**src/rtl/disp_pkg.sv**
```systemverilog
// ============================================================================
// disp_pkg -- shared constants and types for the display scan controller. Rev 1.0
// ============================================================================
`default_nettype none

package disp_pkg;

  localparam int NUM_DIGITS = 4;

  typedef logic [1:0] digit_idx_t;

  // Active-low cathodes, bit0 = a ... bit6 = g
  localparam logic [6:0] SEG_BLANK = 7'b1111111;
  localparam logic [6:0] SEG_0     = 7'b1000000;
  localparam logic [6:0] SEG_1     = 7'b1111001;
  localparam logic [6:0] SEG_2     = 7'b0100100;
  localparam logic [6:0] SEG_3     = 7'b0110000;
  localparam logic [6:0] SEG_4     = 7'b0011001;
  localparam logic [6:0] SEG_5     = 7'b0010010;
  localparam logic [6:0] SEG_6     = 7'b0000010;
  localparam logic [6:0] SEG_7     = 7'b1111000;
  localparam logic [6:0] SEG_8     = 7'b0000000;
  localparam logic [6:0] SEG_9     = 7'b0010000;

endpackage

`default_nettype wire

```
**src/rtl/seg7_decode.sv**
```systemverilog
// ============================================================================
// seg7_decode -- BCD to active-low 7-segment decoder, codes 10-15 blank. Rev 1.0
// ============================================================================
`default_nettype none

module seg7_decode
  import disp_pkg::*;
(
  input  logic [3:0] bcd_i,
  output logic [6:0] seg_o
);

  always_comb begin
    seg_o = SEG_BLANK;
    case (bcd_i)
      4'd0:    seg_o = SEG_0;
      4'd1:    seg_o = SEG_1;
      4'd2:    seg_o = SEG_2;
      4'd3:    seg_o = SEG_3;
      4'd4:    seg_o = SEG_4;
      4'd5:    seg_o = SEG_5;
      4'd6:    seg_o = SEG_6;
      4'd7:    seg_o = SEG_7;
      4'd8:    seg_o = SEG_8;
      4'd9:    seg_o = SEG_9;
      default: seg_o = SEG_BLANK;
    endcase
  end

endmodule

`default_nettype wire

```
**src/rtl/display_scan_ctrl.sv**
```systemverilog
// ============================================================================
// display_scan_ctrl -- 4-digit multiplexed 7-segment scanner with frame-latched
// shadow registers; optional leading-zero blanking via SCAN_LZB_EN. Rev 1.0
// ============================================================================
`default_nettype none

module display_scan_ctrl
  import disp_pkg::*;
#(
  parameter int DIV_WIDTH = 17
) (
  input  logic        clk,
  input  logic        rst_n,
  input  logic        en,
  input  logic [15:0] digits_in,
  input  logic [3:0]  dp_in,
  output logic [1:0]  refresh_counter,
  output logic [6:0]  seg,
  output logic        dp,
  output logic        frame_tick
);

  logic [DIV_WIDTH-1:0] prescaler_q, prescaler_d;
  digit_idx_t           idx_q, idx_d;
  logic [15:0]          shadow_dig_q, shadow_dig_d;
  logic [3:0]           shadow_dp_q, shadow_dp_d;
  logic                 frame_tick_q, frame_tick_d;

  logic                 w_slot_tick;
  logic                 w_frame_wrap;
  logic [3:0]           w_digit;
  logic [6:0]           w_seg_raw;

  always_comb begin
    w_slot_tick  = en & (&prescaler_q);
    w_frame_wrap = w_slot_tick & (idx_q == digit_idx_t'(NUM_DIGITS - 1));

    prescaler_d  = prescaler_q;
    idx_d        = idx_q;
    shadow_dig_d = shadow_dig_q;
    shadow_dp_d  = shadow_dp_q;
    frame_tick_d = w_frame_wrap;

    if (en) begin
      prescaler_d = prescaler_q + DIV_WIDTH'(1);
    end
    if (w_slot_tick) begin
      idx_d = idx_q + 2'd1;
    end
    // Inputs are sampled only at the frame boundary so a frame never tears.
    if (w_frame_wrap) begin
      shadow_dig_d = digits_in;
      shadow_dp_d  = dp_in;
    end
  end

  always_ff @(posedge clk or negedge rst_n) begin
    if (!rst_n) begin
      prescaler_q  <= '0;
      idx_q        <= '0;
      shadow_dig_q <= '0;
      shadow_dp_q  <= '0;
      frame_tick_q <= 1'b0;
    end else begin
      prescaler_q  <= prescaler_d;
      idx_q        <= idx_d;
      shadow_dig_q <= shadow_dig_d;
      shadow_dp_q  <= shadow_dp_d;
      frame_tick_q <= frame_tick_d;
    end
  end

  assign w_digit = shadow_dig_q[{idx_q, 2'b00} +: 4];

  seg7_decode u_seg7_decode (
    .bcd_i (w_digit),
    .seg_o (w_seg_raw)
  );

`ifdef SCAN_LZB_EN
  logic w_blank;

  always_comb begin
    w_blank = 1'b0;
    case (idx_q)
      2'd3:    w_blank = (shadow_dig_q[15:12] == 4'd0);
      2'd2:    w_blank = (shadow_dig_q[15:8]  == 8'd0);
      2'd1:    w_blank = (shadow_dig_q[15:4]  == 12'd0);
      default: w_blank = 1'b0;
    endcase
  end

  assign seg = w_blank ? SEG_BLANK : w_seg_raw;
  assign dp  = w_blank ? 1'b1 : ~shadow_dp_q[idx_q];
`else
  assign seg = w_seg_raw;
  assign dp  = ~shadow_dp_q[idx_q];
`endif

  assign refresh_counter = idx_q;
  assign frame_tick      = frame_tick_q;

endmodule

`default_nettype wire

```
**config.mk**
```make
export PLATFORM = sky130hd
export DESIGN_NAME = display_scan_ctrl
export DESIGN_NICKNAME = d
export VERILOG_FILES = /design/src/rtl/disp_pkg.sv /design/src/rtl/seg7_decode.sv /design/src/rtl/display_scan_ctrl.sv
export SDC_FILE = /design/constraint.sdc
export NUM_CORES = 1
export LEC_CHECK = 0
export CORE_MARGIN = 3
export CORE_UTILIZATION = 30
export DETAILED_ROUTE_END_ITERATION = 12
export GPL_ROUTABILITY_DRIVEN = 0
export PLACE_DENSITY = 0.49
export REMOVE_ABC_BUFFERS = 1
export SLEW_MARGIN = 10
export SYNTH_ARGS = -nofsm -noshare
export SYNTH_HDL_FRONTEND = slang
export SYNTH_SLANG_ARGS = --single-unit
export TNS_END_PERCENT = 100
```
**constraint.sdc**
```tcl
create_clock -name clk -period 2 [get_ports clk]
set_input_delay 0.4 -clock clk [delete_from_list [all_inputs] [get_ports clk]]
set_output_delay 0.4 -clock clk [all_outputs]
set_load 0.01 [all_outputs]
```
==> results.md <==
- Main combinational cell family by area after synthesis: multiplexers
- Number of flops mapped to enable cells by yosys: 0
- Hold Violations, Final: 0
- Post-synthesis xor/xnor area fraction: 0.0714
- Worst-margin pin slew: 0.736 ns
- R2r endpoint: shadow_dig_q[13]
- DRT iter0 DRCs: 56
- Share of cells above drive strength 1: 0.408
- Die height: 86.9 µm
- Vias in the first global route: 1572
- Synth Flop Type: dfrtp_1
- Crit. End Element: output port
- Slew Limit Fails: 0
- Syn. warnings: 0
- Pwr per Cell Area: 668 nW/µm²
- Drt pass-1 iters: 4
- Required time of the critical path: 1.60 ns
- Initial core utilization: 0.320
- Final setup violation count: 8
- Vias per cell: 4.83
- Unrepaired setup endpoints after global routing: yes
- Failing checks: setup timing
- R2r setup slk: 0.12 ns
- Residual DRC: 0
- Fmax: 0.408 GHz
- Fin cells: 288
- DP HPWL: 2.99 mm
- Fin util: 0.441
- Clk buf depth: 2
- Placed cells: 271
- Mux cell area share after synthesis: 0.195
- Clock transition at path regs: 0.08 ns
- # fillers: 540
- Synth-to-Final Area Change: 37.8%
- First-pass GRT wire length: 7.27 mm
- Crit Path Max Fanout: 4
- Worst EP arrival: 2.05 ns
- Worst setup margin: -0.451 ns
- Wire length per cell: 15.1 µm
- Largest net degree at the start of global routing: 35
- Clk sinks: 40
- Mapped Area: 1960 µm²
- Post-synthesis simple-gate area fraction: 0.116
- R2R depth: 8
- Startpoint types: flop
- Synth Area in Compound Gates: 0.0268
- Layout Nets: 243
- TritonCTS clock tree: yes
- Ports: 34
- Leak: 0.00127 µW
- Die ar.: 7550 µm²
- Die width: 86.9 µm
- Row count: 28
- FF+latch count, synth: 40
- Status: finished, violations left
- Period utilisation layout: 1.23
- Max-cap viol count: 0
- Clock Latency Late Sink: 0.29 ns
- Cell variety after synth: 29
- Core Area: 6130 µm²
- Mapped Avg Cell Area: 12.7 µm²
- Port Buffers: 33
- Worst Hold Class: input pin to asynchronous set/reset pin
- Synthesized netlist cell count: 154
- Root Buffer: clkbuf_8
- Via count: 1392
- Post-Synth Adder-Cell Area: 0.0510
- Crit path kind: flop to output port
- H-Tree Depth: 2
- Routed WL: 4.34 mm
- Maximum vdd drop: 0.326 mV
- Antenna Violating Nets Remaining: 0
- # diodes: 0
- Slew headroom: 0.510
- Reg-to-reg startpoint: prescaler_q[9]
- Initial antenna violation count: 0
- Placement Setup Slack: -0.584 ns
- GRT Total Usage: 0.126
- CTS Hold Bufs: 0
- GRT Residual Overflow: 0
- Sequential share of the synthesized area: 0.510
- Final min period: 2.45 ns
- Setup Skew: 0.00675 ns
- Ys async rst share: 1.00
- CTS buffer count: 5
## flip-flops by register name (all words and copies together), names as in the netlist
signal and flops:
shadow_dp_q 4, prescaler_q 17, shadow_dig_q 16, frame_tick 1, refresh_counter 2
## layer usage
| metal | GRT usage | share of wire | up-vias | wire (µm) |
|---|---|---|---|---|
| met5 | 0 | 0 | - | 0 |
| met4 | 0.0581 | 0.017 | 0 | 75 |
| met3 | 0.0388 | 0.055 | 9 | 238 |
| met2 | 0.217 | 0.51 | 33 | 2230 |
| met1 | 0.141 | 0.41 | 699 | 1790 |
| li1 | - | - | 651 | - |
## timing repair
item                       4_1_cts  5_1_grt
pin swaps                        7        3
hold endpoints to repair         0        0
resized for setup               56        8
cloned                           1        0
setup endpoints to repair        8       29
setup buffers                    7        3
## where the power goes
part	internal (µW)	switching, µW	total [µW]
Sequential	878	83.3	961
Clock	370	273	644
Combinational	120	81.0	201
Total	1370	438	1810
## how the worst max path moves through the flow
stage,from,to,slack (ns),cells past startpoint
2_1_floorplan,refresh_counter[0],seg[3],-0.31,6
3_3_place_gp,refresh_counter[0],seg[3],-0.52,7
3_5_place_dp,refresh_counter[0],seg[3],-0.58,7
4_1_cts,refresh_counter[0],seg[2],-0.45,6
5_1_grt,refresh_counter[0],seg[0],-0.53,6
6_report,refresh_counter[0],seg[2],-0.45,6
## cells by family (layout without fill, tap and decap cells)
family,count (synthesis),in the layout
XOR/XNOR,16,16
buffers and inverters,11,69
AO/OA/AOI/OAI,8,8
flip-flops,40,40
multiplexers,28,29
AND/OR/NAND/NOR,43,43
adder cells (fa/ha/maj),8,8
## layout by cell type, fill, tap and decap left out, drive strengths merged
cell / netlist / final
inv: 6 / 6
dfrtp: 40 / 40
buf: 3 / 31
xnor2: 12 / 12
xor2: 4 / 4
nor4: 1 / 1
and3: 1 / 1
a2bb2oi: 1 / 1
clkdlybuf4s50: 0 / 24
a21oi: 6 / 6
nand2: 6 / 6
clkinv: 0 / 1
clkbuf: 2 / 6
mux2: 23 / 23
nor3: 2 / 2
bufinv: 0 / 1
nand3: 5 / 5
nor2: 13 / 13
o22a: 1 / 1
and2b: 1 / 1
mux4: 5 / 6
or2: 2 / 2
nor2b: 1 / 1
nand4: 7 / 7
nand2b: 4 / 4
ha: 8 / 8
## layout make-up
class | count | area [µm²] | area share
Inverter | 6 | 27.5 | 0.0102
Clock inverter | 2 | 35.0 | 0.0130
Clock buffer | 6 | 72.6 | 0.0269
Sequential cell | 40 | 1000 | 0.370
Multi-Input combinational cell | 104 | 971 | 0.359
Tap cell | 75 | 93.8 | 0.0347
Timing Repair Buffer | 55 | 502 | 0.186
## synth_stat cells, types with 2 or more instances
library cell  instances  share of area
a21oi_1               5          0.013
buf_6                 2          0.011
clkbuf_1              2         0.0038
dfrtp_1              40           0.51
ha_1                  8          0.051
inv_1                 6          0.011
mux2_2               23           0.13
mux4_1                3          0.040
mux4_2                2          0.023
nand2_1               6          0.011
nand2b_2              2         0.0089
nand3_1               5          0.013
nand4_1               7          0.022
nor2_1               13          0.025
nor3_1                2         0.0051
xnor2_1              12          0.054
xor2_1                4          0.018
## critical path, cell delays in order, from the launching register on
cell and delay [ns]:
dfrtp_1 0.42, mux4_2 0.56, buf_6 0.15, buf_6 0.11
nand2b_4 0.16, o22a_2 0.25, buf_6 0.12
## metrics by stage
stage,setup TNS (ns),power (µW),hold slack [ns],instance area [µm²]
final,-2.87,1810,0.170,2700
after global routing,-3.49,1900,0.235,2700
after CTS,-2.92,1840,0.201,2660
after detailed placement,-3.84,1180,0.474,2460
after global placement,-3.41,1160,0.460,2460
after floorplan,-5.61,1060,0.104,1930
(Power assumes the default switching activity.)
